### config.mk
export PLATFORM = sky130hd
export DESIGN_NAME = escritura_inicio
export DESIGN_NICKNAME = d
export VERILOG_FILES = /design/src/rtl/escritura_inicio.sv
export SDC_FILE = /design/constraint.sdc
export NUM_CORES = 1
export LEC_CHECK = 0
export BUFFER_PORTS_ARGS = -buffer_cell sky130_fd_sc_hd__buf_2
export CORE_MARGIN = 2
export CORE_UTILIZATION = 50
export DETAILED_ROUTE_END_ITERATION = 8
export HOLD_SLACK_MARGIN = 0.02
export PLACE_DENSITY_LB_ADDON = 0.15
export SLEW_MARGIN = 15
export SYNTH_ARGS = -nofsm -noshare
export SYNTH_HDL_FRONTEND = slang
export SYNTH_SLANG_ARGS = --single-unit
### constraint.sdc
create_clock -name clk -period 2.2 [get_ports clk]
set_input_delay 0.22 -clock clk [delete_from_list [all_inputs] [get_ports clk]]
set_output_delay 0.22 -clock clk [all_outputs]
set_load 0.05 [all_outputs]
### src/rtl/escritura_inicio.sv
// Init write sequencer: walks an 8-entry address/data table onto a
// multiplexed bus, paced by an upstream 0..49 step counter.
module escritura_inicio (
  input  logic       clk,
  input  logic       reset,
  input  logic       start,
  input  logic [5:0] cuenta,
  output logic       en_cuenta,
  output logic [7:0] ad_out,
  output logic       ad_oe,
  output logic       a_d,
  output logic       cs_n,
  output logic       wr_n,
  output logic       rd_n,
  output logic       ocupado,
  output logic       listo
);

  typedef enum logic [1:0] {
    IDLE = 2'd0,
    RUN  = 2'd1,
    DONE = 2'd2
  } state_t;

  state_t     state, state_nx;
  logic [2:0] idx, idx_nx;
  logic [7:0] addr, data;
  logic [7:0] out_nx;
  logic       oe_nx, ad_nx, strb_nx;

  always_comb begin
    addr = 8'h00;
    data = 8'h00;
    unique case (idx)
      3'd0: begin addr = 8'h02; data = 8'h10; end
      3'd1: begin addr = 8'h02; data = 8'h00; end
      3'd2: begin addr = 8'h10; data = 8'hD2; end
      3'd3: begin addr = 8'h21; data = 8'h00; end
      3'd4: begin addr = 8'h22; data = 8'h00; end
      3'd5: begin addr = 8'h23; data = 8'h00; end
      3'd6: begin addr = 8'h24; data = 8'h01; end
      3'd7: begin addr = 8'hF1; data = 8'h00; end
      default: begin addr = 8'h00; data = 8'h00; end
    endcase
  end

  always_ff @(posedge clk) begin
    if (reset) begin
      state <= IDLE;
      idx   <= 3'd0;
    end else begin
      state <= state_nx;
      idx   <= idx_nx;
    end
  end

  always_comb begin
    state_nx = state;
    idx_nx   = idx;
    unique case (state)
      IDLE, DONE: begin
        if (start) begin
          state_nx = RUN;
          idx_nx   = 3'd0;
        end
      end
      RUN: begin
        if (cuenta == 6'd49) begin
          if (idx == 3'd7) state_nx = DONE;
          else idx_nx = idx + 3'd1;
        end
      end
      default: begin
        state_nx = IDLE;
        idx_nx   = 3'd0;
      end
    endcase
  end

  always_comb begin
    en_cuenta = (state == RUN);
    ocupado   = (state == RUN);
    listo     = (state == DONE);
  end

  // Next bus value; strobes only inside a driven phase, so cs_n low
  // always coincides with ad_oe high.
  always_comb begin
    out_nx  = 8'h00;
    oe_nx   = 1'b0;
    ad_nx   = 1'b0;
    strb_nx = 1'b0;
    if (state == RUN) begin
      unique case (1'b1)
        (cuenta <= 6'd14): begin
          oe_nx   = 1'b1;
          out_nx  = addr;
          strb_nx = (cuenta >= 6'd2) && (cuenta <= 6'd9);
        end
        (cuenta >= 6'd25) && (cuenta <= 6'd39): begin
          oe_nx   = 1'b1;
          ad_nx   = 1'b1;
          out_nx  = data;
          strb_nx = (cuenta >= 6'd27) && (cuenta <= 6'd34);
        end
        default: begin
          oe_nx   = 1'b0;
          strb_nx = 1'b0;
        end
      endcase
    end
  end

  always_ff @(posedge clk) begin
    if (reset) begin
      ad_out <= 8'h00;
      ad_oe  <= 1'b0;
      a_d    <= 1'b0;
      cs_n   <= 1'b1;
      wr_n   <= 1'b1;
    end else begin
      ad_out <= out_nx;
      ad_oe  <= oe_nx;
      a_d    <= ad_nx;
      cs_n   <= ~strb_nx;
      wr_n   <= ~strb_nx;
    end
  end

  assign rd_n = 1'b1;

endmodule

==> run_summary.xml <==
<?xml version="1.0" encoding="UTF-8"?>
<metrics>
  <group name="status">
    <metric name="outcome" unit="">complete, no violations</metric>
  </group>
  <group name="global_route">
    <metric name="grt_pass1_wl" unit="um">2760</metric>
    <metric name="grt_use_met3" unit="%">5.56</metric>
    <metric name="top_usage_layer" unit="">met2</metric>
    <metric name="pin_count_of_the_biggest_net_entering_global_routing" unit="">13</metric>
    <metric name="grt_antenna_before_repair" unit="">0</metric>
    <metric name="overflow" unit="">0</metric>
    <metric name="global_route.usage.total" unit="%">17.6</metric>
    <metric name="met1_usage" unit="%">21.1</metric>
    <metric name="gr-usage-met2" unit="%">29.2</metric>
    <metric name="grt_pass1_vias" unit="">649</metric>
  </group>
  <group name="placed_design">
    <metric name="numPortBuffers" unit="">22</metric>
    <metric name="placed_cell_area" unit="um^2">1070</metric>
    <metric name="dp_slack" unit="ns">0.373</metric>
    <metric name="detailed_place_hpwl" unit="um">1350</metric>
    <metric name="place.gp.congestion" unit="">0.826</metric>
  </group>
  <group name="pwr">
    <metric name="power.static_leakage" unit="nW">0.475</metric>
    <metric name="pwr_per_cell_area" unit="nW/um^2">646</metric>
    <metric name="vdd_ir_drop_max" unit="V">0.000402</metric>
  </group>
  <group name="worst_setup_path">
    <metric name="endpoint_kind" unit="">flip-flop</metric>
    <metric name="reg2reg_to" unit="">addr[5]</metric>
    <metric name="cp_common_cell" unit="">sky130_fd_sc_hd__ha_1</metric>
    <metric name="sort_of_element_at_the_start_of_the_critical_path" unit="">flip-flop</metric>
    <metric name="cp_cell_sequence" unit="">ha_1, ha_1, or3_4, o211ai_1, a31oi_2, nand2b_1, nand2_1</metric>
    <metric name="worst_path_largest_cell_delay" unit="ns">0.36</metric>
    <metric name="rrSetupSlack" unit="ns">0.34</metric>
    <metric name="path_max_fanout" unit="">4</metric>
    <metric name="worstReg2RegStart" unit="">idx[0]</metric>
    <metric name="cp.arrival" unit="ns">2.06</metric>
    <metric name="crit_slowest_cell" unit="">sky130_fd_sc_hd__or3_4</metric>
    <metric name="setup.worst_path.class" unit="">flip-flop to flip-flop</metric>
    <metric name="cp.required" unit="ns">2.41</metric>
    <metric name="reg2reg_depth" unit="">7</metric>
  </group>
  <group name="route">
    <metric name="antenna_violating_nets_post_route" unit="">0</metric>
    <metric name="post_drt_via_cell_ratio" unit="">5.19</metric>
    <metric name="first_pass_iters" unit="">4</metric>
    <metric name="drc" unit="">0</metric>
    <metric name="detailroute.via_count" unit="">768</metric>
    <metric name="routed_length_per_instance" unit="um">11.7</metric>
    <metric name="finalWirelength" unit="um">1730</metric>
    <metric name="drt_iter0_markers" unit="">9</metric>
  </group>
  <group name="sta">
    <metric name="max_transition_margin" unit="%">52.2</metric>
    <metric name="fmaxAchievable" unit="MHz">539</metric>
    <metric name="grt_setup_unrepaired" unit="">no</metric>
    <metric name="hold_violations" unit="">0</metric>
    <metric name="fin_worst_skew" unit="ns">0.00256</metric>
    <metric name="slew_viol_final" unit="">0</metric>
    <metric name="finalSetupViolCount" unit="">0</metric>
    <metric name="post-route-min-period" unit="ns">1.86</metric>
    <metric name="final.period_utilization" unit="%">84.3</metric>
    <metric name="timing.setup.tns" unit="ns">0</metric>
    <metric name="setup_slack" unit="ns">0.345</metric>
    <metric name="tightestPinTransition" unit="ns">0.715</metric>
  </group>
  <group name="floorplan">
    <metric name="die-area" unit="um^2">2330</metric>
    <metric name="die-height" unit="um">48.2</metric>
    <metric name="fp-row-count" unit="">15</metric>
    <metric name="core_area" unit="um^2">1780</metric>
    <metric name="start_util" unit="%">54.9</metric>
    <metric name="horizontal_extent_of_the_die" unit="um">48.2</metric>
    <metric name="io_pins" unit="">25</metric>
  </group>
  <group name="synthesis">
    <metric name="synth_area_per_inst" unit="um^2">9.41</metric>
    <metric name="postSynth.topFlopCell" unit="">sky130_fd_sc_hd__dfxtp_1</metric>
    <metric name="synth_cells" unit="">104</metric>
    <metric name="ys_seq_area_share" unit="%">45.0</metric>
    <metric name="synth_enable_flop_cells" unit="">0</metric>
    <metric name="synth_warnings" unit="">0</metric>
    <metric name="netlist_area" unit="um^2">978</metric>
    <metric name="synth_async_sr_flop_share" unit="%">0</metric>
    <metric name="net_count_of_the_mapped_netlist" unit="">115</metric>
    <metric name="number_of_distinct_standard_cells_referenced_by_the_synthesized_netlist" unit="">38</metric>
    <metric name="synth_register_bits" unit="">22</metric>
  </group>
  <group name="cells_and_area">
    <metric name="syn2layout_area_growth" unit="%">13.2</metric>
    <metric name="final_layout_size_suffix_gt1_share" unit="%">33.3</metric>
    <metric name="antenna_cells_inserted" unit="">0</metric>
    <metric name="finish.net_count" unit="">135</metric>
    <metric name="multi_input_comb_area" unit="um^2">469</metric>
    <metric name="layout.cells.most_common_list" unit="">22 x sky130_fd_sc_hd__dfxtp_1, 22 x sky130_fd_sc_hd__buf_2, 13 x sky130_fd_sc_hd__nor2_1</metric>
    <metric name="sequential_cell_area" unit="um^2">440</metric>
    <metric name="final_area" unit="um^2">1110</metric>
    <metric name="fillCellCount" unit="">158</metric>
  </group>
  <group name="hold_path">
    <metric name="timing.hold.worst_path_depth" unit="">3</metric>
    <metric name="worstHoldEndpoint" unit="">state[0]</metric>
    <metric name="holdCritPathClass" unit="">primary input to flip-flop</metric>
    <metric name="hold_path.startpoint" unit="">start</metric>
  </group>
  <group name="clock_network">
    <metric name="cts_hold_buf" unit="">0</metric>
    <metric name="cts.repair_timing.setup_buffer_count" unit="">0</metric>
    <metric name="numClockSinks" unit="">22</metric>
    <metric name="clock_tree_root_buffer_cell" unit="">sky130_fd_sc_hd__clkbuf_4</metric>
    <metric name="clk-insertion-delay-late" unit="ns">0.30</metric>
    <metric name="cts_max_level" unit="">1</metric>
    <metric name="cts_resized" unit="">0</metric>
    <metric name="cts.path.max_buffers" unit="">2</metric>
    <metric name="tritoncts.num_buffers" unit="">3</metric>
    <metric name="tritoncts" unit="">built</metric>
    <metric name="cts.clk_slew.worst_paths" unit="ns">0.12</metric>
  </group>
  <group name="run">
    <metric name="max_cap_violations" unit="">0</metric>
  </group>
</metrics>
-- power breakdown --
part           leakage, nW  switching, mW  internal (mW)
combinational        0.276         0.0666         0.0237
sequential           0.178        0.00279          0.402
clock               0.0210          0.119          0.101
-- flip-flops by register name (all words and copies together), names as in the netlist --
name    flops
ad_out      6
addr        5
data        3
idx         3
state       2
a_d         1
ad_oe       1
wr_n        1
-- kinds of logic after synthesis --
family	after synthesis	share of synthesized area, %
DFF	22	45.0
AOI/OAI and AO/OA	20	16.1
adders and majority gates	2	2.56
xor gates and xnor gates	1	1.66
buffers and inverters	11	7.03
other	2	0.768
and+or+nand+nor	46	26.9
-- Yosys cell counts, types with 2 or more instances --
master / count / area (um^2)
sky130_fd_sc_hd__nor3_1: 2 / 10.0
sky130_fd_sc_hd__a22oi_1: 2 / 15.0
sky130_fd_sc_hd__o21ai_0: 2 / 10.0
sky130_fd_sc_hd__a21oi_1: 7 / 35.0
sky130_fd_sc_hd__nand4_1: 2 / 12.5
sky130_fd_sc_hd__conb_1: 2 / 7.51
sky130_fd_sc_hd__buf_4: 6 / 45.0
sky130_fd_sc_hd__ha_1: 2 / 25.0
sky130_fd_sc_hd__nor2_1: 13 / 48.8
sky130_fd_sc_hd__nand2b_1: 3 / 18.8
sky130_fd_sc_hd__o211ai_1: 2 / 15.0
sky130_fd_sc_hd__nand2_1: 10 / 37.5
sky130_fd_sc_hd__and3_1: 3 / 18.8
sky130_fd_sc_hd__dfxtp_1: 22 / 440
sky130_fd_sc_hd__inv_1: 2 / 7.51
sky130_fd_sc_hd__nor3_2: 2 / 20.0
-- critical path: cells and delay by family (launching register included) --
kind | cells | cell delay (ns)
flip-flops | 1 | 0.35
AND/OR/NAND/NOR | 3 | 0.54
adder cells (fa/ha/maj) | 2 | 0.42
AO/OA/AOI/OAI | 2 | 0.43
-- how the worst max path moves through the flow --
| stage | from | to | slack, ns | depth (start not counted) |
|---|---|---|---|---|
| detailed placement | idx[0] | addr[5] | 0.37 | 7 |
| global placement | idx[1] | addr[5] | 0.39 | 7 |
| finish | idx[0] | addr[5] | 0.34 | 7 |
| floorplan | idx[0] | addr[4] | 0.47 | 8 |
| CTS | idx[0] | addr[5] | 0.35 | 7 |
| global route | idx[0] | addr[5] | 0.26 | 7 |
-- final cells by class --
type,count,share of cell area [%]
multi-input combinational,71,42.4
sequential,22,39.8
timing repair buffer,22,9.94
clock buffer,4,3.28
tap,25,2.82
inverter,4,1.81
-- metal layers --
layer,routed length (um),vias up
li1,-,395
met1,776,351
met2,860,20
met3,89,2
met4,8,0
met5,0,-
-- through the flow --
step	hold WS (ns)	std cells	total power [mW]	util, %
2_1_floorplan	0.364	104	0.485	-
6_report	0.172	148	0.716	62.1
5_1_grt	0.179	148	0.752	62.1
4_1_cts	0.177	148	0.719	62.1
3_5_place_dp	0.437	144	0.504	60.1
3_3_place_gp	0.431	144	0.502	60.1
Note: power is estimated with default switching activity, not from simulation.
